===== src/rtl/seven_seg_pkg.sv =====
// Shared definitions for the seven-segment scan path: segment patterns,
// scan-decoder FSM states and small anode-vector helpers.
package seven_seg_pkg;

  localparam int NUM_DIGITS  = 8;
  localparam int DIGIT_IDX_W = 3;

  // Active-low cathode patterns, bit 6 = CA ... bit 0 = CG
  localparam logic [6:0] SEG_0     = 7'b0000001;
  localparam logic [6:0] SEG_1     = 7'b1001111;
  localparam logic [6:0] SEG_2     = 7'b0010010;
  localparam logic [6:0] SEG_3     = 7'b0000110;
  localparam logic [6:0] SEG_4     = 7'b1001100;
  localparam logic [6:0] SEG_5     = 7'b0100100;
  localparam logic [6:0] SEG_6     = 7'b0100000;
  localparam logic [6:0] SEG_7     = 7'b0001111;
  localparam logic [6:0] SEG_8     = 7'b0000000;
  localparam logic [6:0] SEG_9     = 7'b0000100;
  localparam logic [6:0] SEG_A     = 7'b0001000;
  localparam logic [6:0] SEG_B     = 7'b1100000;
  localparam logic [6:0] SEG_C     = 7'b0110001;
  localparam logic [6:0] SEG_D     = 7'b1000010;
  localparam logic [6:0] SEG_E     = 7'b0110000;
  localparam logic [6:0] SEG_F     = 7'b0111000;
  localparam logic [6:0] SEG_BLANK = 7'b1111111;

  // State codes kept as plain constants so older tools and dumps can match them
  localparam logic [1:0] ST_IDLE    = 2'd0;
  localparam logic [1:0] ST_SETTLE  = 2'd1;
  localparam logic [1:0] ST_HOLD    = 2'd2;
  localparam logic [1:0] ST_CAPTURE = 2'd3;

  typedef enum logic [1:0] {
    IDLE    = ST_IDLE,
    SETTLE  = ST_SETTLE,
    HOLD    = ST_HOLD,
    CAPTURE = ST_CAPTURE
  } scan_state_e;

  function automatic logic [6:0] hex_to_seg(input logic [3:0] hex);
    logic [6:0] seg;
    case (hex)
      4'h0: seg = SEG_0;
      4'h1: seg = SEG_1;
      4'h2: seg = SEG_2;
      4'h3: seg = SEG_3;
      4'h4: seg = SEG_4;
      4'h5: seg = SEG_5;
      4'h6: seg = SEG_6;
      4'h7: seg = SEG_7;
      4'h8: seg = SEG_8;
      4'h9: seg = SEG_9;
      4'hA: seg = SEG_A;
      4'hB: seg = SEG_B;
      4'hC: seg = SEG_C;
      4'hD: seg = SEG_D;
      4'hE: seg = SEG_E;
      default: seg = SEG_F;
    endcase
    return seg;
  endfunction

  // Number of anodes currently driven low
  function automatic logic [3:0] low_count(input logic [7:0] an);
    return 4'($countones(~an));
  endfunction

  function automatic logic is_one_hot_low(input logic [7:0] an);
    return low_count(an) == 4'd1;
  endfunction

  // Position of the low anode; only meaningful for a one-hot-low vector
  function automatic logic [DIGIT_IDX_W-1:0] low_index(input logic [7:0] an);
    logic [DIGIT_IDX_W-1:0] idx;
    idx = '0;
    for (int i = 0; i < NUM_DIGITS; i++) begin
      if (!an[i]) idx = DIGIT_IDX_W'(i);
    end
    return idx;
  endfunction

endpackage


===== src/rtl/seg_pattern_decoder.sv =====
// Combinational reverse lookup of an active-low cathode pattern to its hex value.
module seg_pattern_decoder
  import seven_seg_pkg::*;
(
  input  logic [6:0] pattern,
  output logic [3:0] hex,
  output logic       is_blank,
  output logic       is_legal
);

  logic [15:0] match;

  genvar gi;
  generate
    for (gi = 0; gi < 16; gi++) begin : g_match
      assign match[gi] = (pattern == hex_to_seg(4'(gi)));
    end
  endgenerate

  // Encode the match vector; the 16 patterns are distinct so at most one bit is set
  always_comb begin
    hex = 4'd0;
    for (int i = 0; i < 16; i++) begin
      if (match[i]) hex = 4'(i);
    end
  end

  assign is_legal = |match;
  assign is_blank = (pattern == SEG_BLANK);

endmodule


===== src/rtl/seven_segment_scan_decoder.sv =====
// Recovers the hex digits shown by a multiplexed seven-segment driver by
// watching its anode strobes and cathodes, one register per digit.
module seven_segment_scan_decoder
  import seven_seg_pkg::*;
#(
  parameter int SETTLE_CYCLES  = 16,
  parameter int TIMEOUT_CYCLES = 1_000_000
) (
  input  logic        CLK100MHZ,
  input  logic        CPU_RESETN,
  input  logic [7:0]  AN,
  input  logic [6:0]  SEG,
  output logic [31:0] digits,
  output logic [7:0]  digit_valid,
  output logic [7:0]  seg_error,
  output logic        ghost_error,
  output logic        update_pulse,
  output logic [2:0]  update_idx
);

  localparam int              WD_W       = $clog2(TIMEOUT_CYCLES + 1);
  localparam logic [7:0]      SETTLE_MAX = 8'(SETTLE_CYCLES);
  localparam logic [WD_W-1:0] WD_MAX     = WD_W'(TIMEOUT_CYCLES);

  logic [7:0]             an_meta_reg, an_sync_reg;
  logic [6:0]             seg_meta_reg, seg_sync_reg;
  logic [7:0]             stable_cnt_reg, stable_cnt_next;
  scan_state_e            state_reg, state_next;
  logic [WD_W-1:0]        wd_cnt_reg;
  logic                   changed, settled, capture, wd_expire, ghost_seen;
  logic [DIGIT_IDX_W-1:0] cap_idx;
  logic [3:0]             dec_hex;
  logic                   dec_blank, dec_legal;
  logic                   ghost_reg, update_pulse_reg;
  logic [DIGIT_IDX_W-1:0] update_idx_reg;
  logic [3:0]             digit_reg   [NUM_DIGITS];
  logic                   valid_reg   [NUM_DIGITS];
  logic                   seg_err_reg [NUM_DIGITS];

  // Two-flop synchronizers for the asynchronous display pins
  always_ff @(posedge CLK100MHZ) begin
    if (!CPU_RESETN) begin
      an_meta_reg  <= '0;
      an_sync_reg  <= '0;
      seg_meta_reg <= '0;
      seg_sync_reg <= '0;
    end else begin
      an_meta_reg  <= AN;
      an_sync_reg  <= an_meta_reg;
      seg_meta_reg <= SEG;
      seg_sync_reg <= seg_meta_reg;
    end
  end

  // The synchronized value changes on the coming edge when the first stage disagrees with it
  assign changed = (an_meta_reg != an_sync_reg) || (seg_meta_reg != seg_sync_reg);

  // Stability count of the synchronized pins: cleared on change, saturating at SETTLE_MAX
  always_comb begin
    stable_cnt_next = stable_cnt_reg;
    if (changed)
      stable_cnt_next = 8'd0;
    else if (stable_cnt_reg != SETTLE_MAX)
      stable_cnt_next = stable_cnt_reg + 8'd1;
  end

  assign settled = (stable_cnt_next == SETTLE_MAX);

  // Register the stability count
  always_ff @(posedge CLK100MHZ) begin
    if (!CPU_RESETN) stable_cnt_reg <= 8'd0;
    else             stable_cnt_reg <= stable_cnt_next;
  end

  // Scan FSM: wait for one strobe to settle, capture once, then hold until anything moves
  always_comb begin
    state_next = state_reg;
    case (state_reg)
      IDLE: begin
        if (is_one_hot_low(an_meta_reg)) state_next = SETTLE;
      end
      SETTLE: begin
        if (changed)      state_next = is_one_hot_low(an_meta_reg) ? SETTLE : IDLE;
        else if (settled) state_next = CAPTURE;
      end
      CAPTURE, HOLD: begin
        if (changed)                 state_next = is_one_hot_low(an_meta_reg) ? SETTLE : IDLE;
        else if (state_reg == CAPTURE) state_next = HOLD;
      end
      default: state_next = IDLE;
    endcase
  end

  // Register the FSM state
  always_ff @(posedge CLK100MHZ) begin
    if (!CPU_RESETN) state_reg <= IDLE;
    else             state_reg <= state_next;
  end

  assign capture    = (state_reg == CAPTURE);
  assign cap_idx    = low_index(an_sync_reg);
  assign ghost_seen = (state_reg == IDLE) && settled && (low_count(an_sync_reg) >= 4'd2);

  seg_pattern_decoder u_decoder (
    .pattern  (seg_sync_reg),
    .hex      (dec_hex),
    .is_blank (dec_blank),
    .is_legal (dec_legal)
  );

  // Watchdog: cycles since the last capture, saturating at the timeout
  always_ff @(posedge CLK100MHZ) begin
    if (!CPU_RESETN)           wd_cnt_reg <= '0;
    else if (capture)          wd_cnt_reg <= '0;
    else if (wd_cnt_reg != WD_MAX) wd_cnt_reg <= wd_cnt_reg + 1'b1;
  end

  // Fires once, on the edge the watchdog reaches the timeout; a capture suppresses it
  assign wd_expire = !capture && (wd_cnt_reg == WD_MAX - 1'b1);

  // Capture strobe, its index and the sticky ghosting flag
  always_ff @(posedge CLK100MHZ) begin
    if (!CPU_RESETN) begin
      update_pulse_reg <= 1'b0;
      update_idx_reg   <= '0;
      ghost_reg        <= 1'b0;
    end else begin
      update_pulse_reg <= capture;
      if (capture)    update_idx_reg <= cap_idx;
      if (ghost_seen) ghost_reg      <= 1'b1;
    end
  end

  genvar gi;
  generate
    for (gi = 0; gi < NUM_DIGITS; gi++) begin : g_digit
      logic digit_hit;
      assign digit_hit = capture && (cap_idx == DIGIT_IDX_W'(gi));

      // Legal pattern loads the value, blank only drops valid, anything else flags an error
      always_ff @(posedge CLK100MHZ) begin
        if (!CPU_RESETN) begin
          digit_reg[gi]   <= 4'd0;
          valid_reg[gi]   <= 1'b0;
          seg_err_reg[gi] <= 1'b0;
        end else if (digit_hit) begin
          if (dec_legal) begin
            digit_reg[gi] <= dec_hex;
            valid_reg[gi] <= 1'b1;
          end else if (dec_blank) begin
            valid_reg[gi] <= 1'b0;
          end else begin
            seg_err_reg[gi] <= 1'b1;
          end
        end else if (wd_expire) begin
          valid_reg[gi] <= 1'b0;
        end
      end

      assign digits[4*gi +: 4] = digit_reg[gi];
      assign digit_valid[gi]   = valid_reg[gi];
      assign seg_error[gi]     = seg_err_reg[gi];
    end
  endgenerate

  assign ghost_error  = ghost_reg;
  assign update_pulse = update_pulse_reg;
  assign update_idx   = update_idx_reg;

endmodule


===== config.mk =====
export PLATFORM = sky130hd
export DESIGN_NAME = seven_segment_scan_decoder
export DESIGN_NICKNAME = d
export VERILOG_FILES = /design/src/rtl/seven_seg_pkg.sv /design/src/rtl/seg_pattern_decoder.sv /design/src/rtl/seven_segment_scan_decoder.sv
export SDC_FILE = /design/constraint.sdc
export NUM_CORES = 1
export LEC_CHECK = 0
export ABC_AREA = 1
export BUFFER_PORTS_ARGS = -buffer_cell sky130_fd_sc_hd__buf_4
export CAP_MARGIN = 10
export CORE_AREA = 4 4 86 129
export CTS_CLUSTER_DIAMETER = 50
export CTS_CLUSTER_SIZE = 8
export DETAILED_ROUTE_END_ITERATION = 8
export DIE_AREA = 0 0 90 133
export PLACE_DENSITY = 0.78
export SLEW_MARGIN = 30
export SYNTH_ARGS = -nofsm -noshare
export SYNTH_HDL_FRONTEND = slang
export SYNTH_HIERARCHICAL = 1
export SYNTH_SLANG_ARGS = --single-unit

===== constraint.sdc =====
create_clock -name CLK100MHZ -period 4.5 [get_ports CLK100MHZ]
set_clock_uncertainty 0.15 [all_clocks]
set_input_delay 0.45 -clock CLK100MHZ [delete_from_list [all_inputs] [get_ports CLK100MHZ]]
set_output_delay 0.45 -clock CLK100MHZ [all_outputs]
set_load 0.1 [all_outputs]

# Word level (Yosys, flattened, before mapping)
# Memory sizes are Yosys's and may differ from the RTL's.
# Index checks and enable logic that the tools add are counted.
[classes]
n_addsub = 16
n_mul = 0
n_div = 0
n_lt_le_gt_ge = 1
n_eq_ne = 36
shift = 0
muxes = 174
bitwise_logic = 43
reduce_logical = 20
[ops]
columns = ["operator", "count"]
rows = [
  ["two-way mux 1 bit", 138],
  ["two-way mux 4 bit", 16],
  ["bitwise OR 1 bit", 40],
  ["== test 7 x 6 -> 1 bit (second input constant)", 5],
  ["== test 7 bit (second input constant)", 5],
  ["two-way mux 3 bit", 10],
  ["adder 20 x 1 -> 20 bit (second input constant)", 1],
  ["== test 20 bit (second input constant)", 1],
  ["!= test 20 bit (second input constant)", 1],
  ["adder 1 x 1 -> 2 bit", 8],
  ["two-way mux 8 bit", 2],
  ["inverter 8 bit", 2],
  ["OR reduction 16 bit", 1],
  ["== test 7 x 3 -> 1 bit (second input constant)", 2],
  ["== test 7 x 4 -> 1 bit (second input constant)", 2],
  ["two-way mux 2 bit", 7],
  ["adder 2 x 2 -> 3 bit", 4],
  ["== test 3 bit (second input constant)", 4],
  ["logical AND 1 bit", 11],
  ["adder 3 x 3 -> 4 bit", 2],
  ["adder 8 x 1 -> 8 bit (second input constant)", 1],
  ["== test 8 x 5 -> 1 bit (second input constant)", 1],
  ["!= test 8 x 5 -> 1 bit (second input constant)", 1],
  ["!= test 8 bit", 1],
  ["20 further kinds", 24],
]
[totals]
regBits = 65
latchBits = 0
ram_bits = 48
rom_bits = 0
inputBits = 17
output_inout_bits = 53
word_cells = 303
n_memories = 3
[memory_table]
columns = ["memory", "depth", "word_bits", "rd", "rd_ports_with_merged_regs", "wr", "line", "source"]
rows = [
  ["digit_reg", 8, 4, 8, 0, 8, "seven_segment_scan_decoder.sv:36", "logic [3:0] digit_reg [NUM_DIGITS];"],
  ["seg_err_reg", 8, 1, 8, 0, 8, "seven_segment_scan_decoder.sv:38", "logic seg_err_reg [NUM_DIGITS];"],
  ["valid_reg", 8, 1, 8, 0, 8, "seven_segment_scan_decoder.sv:37", "logic valid_reg [NUM_DIGITS];"],
]

# Logic depth before layout (Yosys ltp)
[depth]
word_depth = 17
depth_mapped = 17
ltp_nobuf = 17

# Modules after synthesis
# The synthesis kept the hierarchy.
[by_module_without_submodules]
columns = ["module", "instances", "cells_each", "area_each_um2", "seq_area_each_um2"]
rows = [
  ["seven_segment_scan_decoder", 1, 671, 5360.1, 2722.6],
  ["seg_pattern_decoder", 1, 70, 331.6, 0.0],
]

# Worst setup path before layout
# No wires, ideal clock.
[synth_timing]
kind = "register to register"
start = "register an_meta_reg[0]"
end = "register state_reg[1]"
setup_ps = 113
arrival_time_ps = 3046
required_time_ps = 4237
setup_slack_ps = 1191
stages_incl_launch_ff = 17
path_buffers = 0
period_less_slack_ps = 3309
cell_sequence = "dfxtp_1 -> fa_1 -> inv_1 -> fa_1 -> fa_1 -> ha_1 -> inv_1 -> fa_1 -> nand2_1 -> a21oi_1 -> o21ai_0 -> nand2_1 -> nand2_1 -> nand2_1 -> nand2_1 -> nor2_1 -> nor2_1"
[synth_between]
elab_chain_cells = 7
word_cells_on_any_way = 16
classes_between = "add/sub: 3; eq/ne: 6; mux: 4; bitwise: 1; reduce/logical: 2"
[synth_rtl]
columns = ["element", "line", "source"]
rows = [
  ["start, declared", "seven_segment_scan_decoder.sv:25", "logic [7:0] an_meta_reg, an_sync_reg;"],
  ["start signal, assigned", "seven_segment_scan_decoder.sv:43", "an_meta_reg <= '0;"],
  ["start signal, assigned", "seven_segment_scan_decoder.sv:48", "an_meta_reg <= AN;"],
  ["inverter 8 bit", "seven_seg_pkg.sv:65", "return 4'($countones(~an));"],
  ["adder 1 x 1 -> 2 bit (not written as such)", "seven_seg_pkg.sv:65", ""],
  ["adder 2 x 2 -> 3 bit (not written as such)", "seven_seg_pkg.sv:65", ""],
  ["adder 3 x 3 -> 4 bit (not written as such)", "seven_seg_pkg.sv:65", ""],
  ["== test 4 x 1 -> 1 bit", "seven_seg_pkg.sv:69", "return low_count(an) == 4'd1;"],
  ["!= test 2 bit (no line)", "-", ""],
  ["AND reduction 3 bit (no line)", "-", ""],
  ["end signal, assigned", "seven_segment_scan_decoder.sv:97", "else state_reg <= state_next;"],
  ["end, declared", "seven_segment_scan_decoder.sv:28", "scan_state_e state_reg, state_next;"],
]
# Parallel ways exist; a longest one is shown, timed or not.
# A chain may end at the register's enable or synchronous reset.

# Final worst setup path
# Same ends and word-level chain as after synthesis.

==> flow_metrics.py <==
metrics = {
    "floorplanning": {
        "design.die.area_sq_um": 12000,
        "die_width_um": 90,
        "die_h_um": 133,
        "num_rows": 45,
        "design.core.area_sq_um": 9970,
        "io_pins": 70,
        "effective_utilization_at_floorplan_pct": 57.1,
    },
    "cts": {
        "post_cts_resize_count": 0,
        "cts_setup_buffers": 0,
        "tritoncts": "built",
        "holdBufCountCts": 0,
        "ctsRootBufferMaster": "clkbuf_16",
        "cts_made_buffers": 17,
        "htree_num_levels": 4,
        "clk_path_buf_depth": 2,
        "clk_latency_ps": 410,
        "clk_transition_reported_paths_ps": 50,
        "clkSinkCount": 113,
    },
    "timing": {
        "final-setup-viol-count": 0,
        "finalSetupTns_ps": 0,
        "timing.final.crit_period_ps": 3690,
        "max_freq_mhz": 271,
        "final_max_slew_viol_count": 0,
        "final-hold-violation-count": 0,
        "finalCritPeriodShare_pct": 82.1,
        "worst-slew-pin-transition_ps": 566,
        "grt_setup_unrepaired": "no",
        "slew-limit-headroom_pct": 62.2,
    },
    "placement": {
        "hpwl_mm": 9.33,
        "placement.cell_area_sq_um": 6320,
        "port_buffers": 69,
        "gp_congestion": 0.891,
    },
    "global_routing": {
        "grt_remaining_overflow": 0,
        "antenna_found_initial": 0,
        "vias_in_the_first_global_route": 5011,
        "grt_first_pass_wirelength_mm": 21.7,
        "largest_net_degree_at_the_start_of_global_routing": 58,
        "grt.total_usage_pct": 22.6,
    },
    "run_status": {
        "status": "finished clean",
    },
    "logic_synthesis": {
        "synth_area_leaders": "edfxtp_1, dfxtp_1, nand2_1",
        "sequential_fraction_of_the_synthesis_area_pct": 47.8,
        "synth.lib_cells_used.distinct": 41,
        "synth.largest_area_cell": "edfxtp_1",
        "ys_seq_elements": 113,
        "syn-num-nets": 776,
        "synthCells": 741,
        "netlist_area_sq_um": 5690,
        "synthDominantCellAreaShare_pct": 24.3,
        "synthesis.yosys.warnings": 6,
        "synth.avg_cell_area_sq_um": 7.68,
    },
    "setup_path": {
        "critical-path-max-stage-delay_ps": 550,
        "crit_path_frequent_cell": "nand2_1",
        "timing.reg2reg.worst_path_depth": 17,
        "critPathMaxFanout": 4,
        "timing_worst_setup_path_type": "reg -> reg",
        "critical_path.slowest_cell": "fa_1",
        "crit_path_end_kind": "flop",
        "cp.depth": 17,
        "cpLargestDelayFamily": "adder cells",
        "arrival_ps": 3900,
        "path_cells": "fa_1, inv_1, fa_1, fa_1, ha_1, inv_1, fa_1, nand2_1, a21oi_1, o21ai_0, nand2_1, nand2_1, nand2_1, nand2_1, nand2_1, nand2_1, nor2_1",
        "critPathRequiredTime_ps": 4700,
        "cp.buffers_inverters": 2,
        "worst-r2r-setup-slack_ps": 810,
        "critPathLaunchType": "flop",
    },
    "layout": {
        "finalInstanceArea_sq_um": 6920,
        "diode_insertion_count_for_antenna_repair": 0,
        "area.growth.synth_to_final_pct": 21.5,
        "largest_register_ffs": 32,
        "fillCellCount": 790,
        "final_common_cell": "nand2_1",
        "layout.cells.most_common_list": "nand2_1, inv_1, nor2_1",
        "nets": 856,
        "drive_above_1_share_pct": 18.2,
    },
    "power_and_ir_drop": {
        "combinationalPowerShare_pct": 12.9,
        "power_per_cell_area_nw_per_um2": 414,
        "power_switching_w": 0.000754,
        "swShare_pct": 26.3,
        "internal_power_w": 0.00211,
        "share_seq_of_total_power_pct": 39.4,
        "p_leak_nw": 3.18,
        "pwr-share-clk_pct": 47.7,
        "vdd_ir_drop_max_uv": 254,
    },
    "flow_run": {
        "cap_violations": 0,
    },
    "route": {
        "detailedRoute.firstPassIterationCount": 5,
        "dr_total_vias": 4903,
        "drc_violation_count_after_routing": 0,
        "routed_wire_length_per_instance_um": 13.5,
        "postRouteWirelength_mm": 12.9,
        "dr.first_iter.drc_count": 296,
        "drt-vias-per-instance": 5.16,
        "antenna_left": 0,
    },
    "worst_hold_path": {
        "min_path_type": "in -> reg",
        "worst_hold_path.num_cells": 3,
    },
}
## worst paths after layout
path	from	end
setup / recovery	an_meta_reg[0]	state_reg[1]
hold / removal	AN[3]	an_meta_reg[3]
setup reg to reg	an_meta_reg[0]	state_reg[1]
hold reg to reg	seg_meta_reg[4]	seg_sync_reg[4]
## power groups by stage
stage               clock network, W  registers [W]  logic, W
floorplan                          0        0.00127  0.000161
global route                 0.00143        0.00113  0.000405
finish                       0.00137        0.00113  0.000368
detailed placement                 0        0.00115  0.000365
global placement                   0        0.00115  0.000347
CTS                          0.00138        0.00113  0.000369
## synth_stat cells
cell type  number
a211oi_1        2
nor3_4          1
o21ai_0        14
nand2_2         9
nor2_2         11
inv_2          18
o211ai_1        1
fa_1            8
or2_0           1
nand3b_1        2
nor3_2          3
clkbuf_1        3
buf_2           2
o21bai_1        1
buf_1           3
nand3_1        22
dfxtp_1        67
a21oi_2         1
o31ai_1         1
xor2_1          3
ha_1           10
o311ai_1        1
nor4_1          1
nand3_2         1
nor2_1        112
a21oi_4         1
nand2_1       192
clkbuf_8        1
a21boi_2        1
and2_1          1
nand4_1        16
xnor2_1         1
o21ai_1         1
nor4b_1         1
edfxtp_1       46
o21a_1          3
nor2_4          6
a21oi_1        26
or2_2           4
inv_1         127
nor3_1         16
## through the flow
step                      setup slack, ps  cells  hold WS, ps  total power (W)  util [%]
after floorplan                      1190    741          270          0.00143         -
after global placement               1090    919          274          0.00150      63.4
after detailed placement              879    919          286          0.00152      63.4
after CTS                             831    951         57.1          0.00288      69.4
after global routing                  626    951         60.4          0.00296      69.4
final                                 807    951         63.1          0.00287      69.4
## layout make-up
cell class | instances | area [sq um] | share of cell area, %
timing repair buffer | 70 | 526 | 7.60
multi-input combinational | 474 | 2380 | 34.4
clock buffer | 19 | 433 | 6.26
inverter | 145 | 544 | 7.87
sequential | 113 | 2720 | 39.4
tap | 117 | 146 | 2.12
clock inverter | 13 | 168 | 2.42
## logic make-up after synthesis
| group | synth area share (%) |
|---|---|
| and+or+nand+nor | 30.7 |
| buffers and inverters | 10.4 |
| xor gates and xnor gates | 0.616 |
| AOI/OAI and AO/OA | 5.45 |
| DFF | 47.8 |
| adders and majority gates | 5.01 |
## worst register-to-register path, delay by kind of cell, from the launching register on
kind            cells  cell delay [ps]
fa+ha+maj           5             2180
simple gates        8              600
flops               1              350
compound gates      2              230
buf+inv             2              110
## metal layers
| metal | vias up | GRT usage [%] | routed length (um) |
|---|---|---|---|
| li1 | 2464 | - | - |
| met1 | 2253 | 21.8 | 4790 |
| met2 | 144 | 42.3 | 6980 |
| met3 | 42 | 5.63 | 553 |
| met4 | 0 | 13.8 | 555 |
| met5 | - | 0 | 0 |
Power figures use the tool's default switching activity.
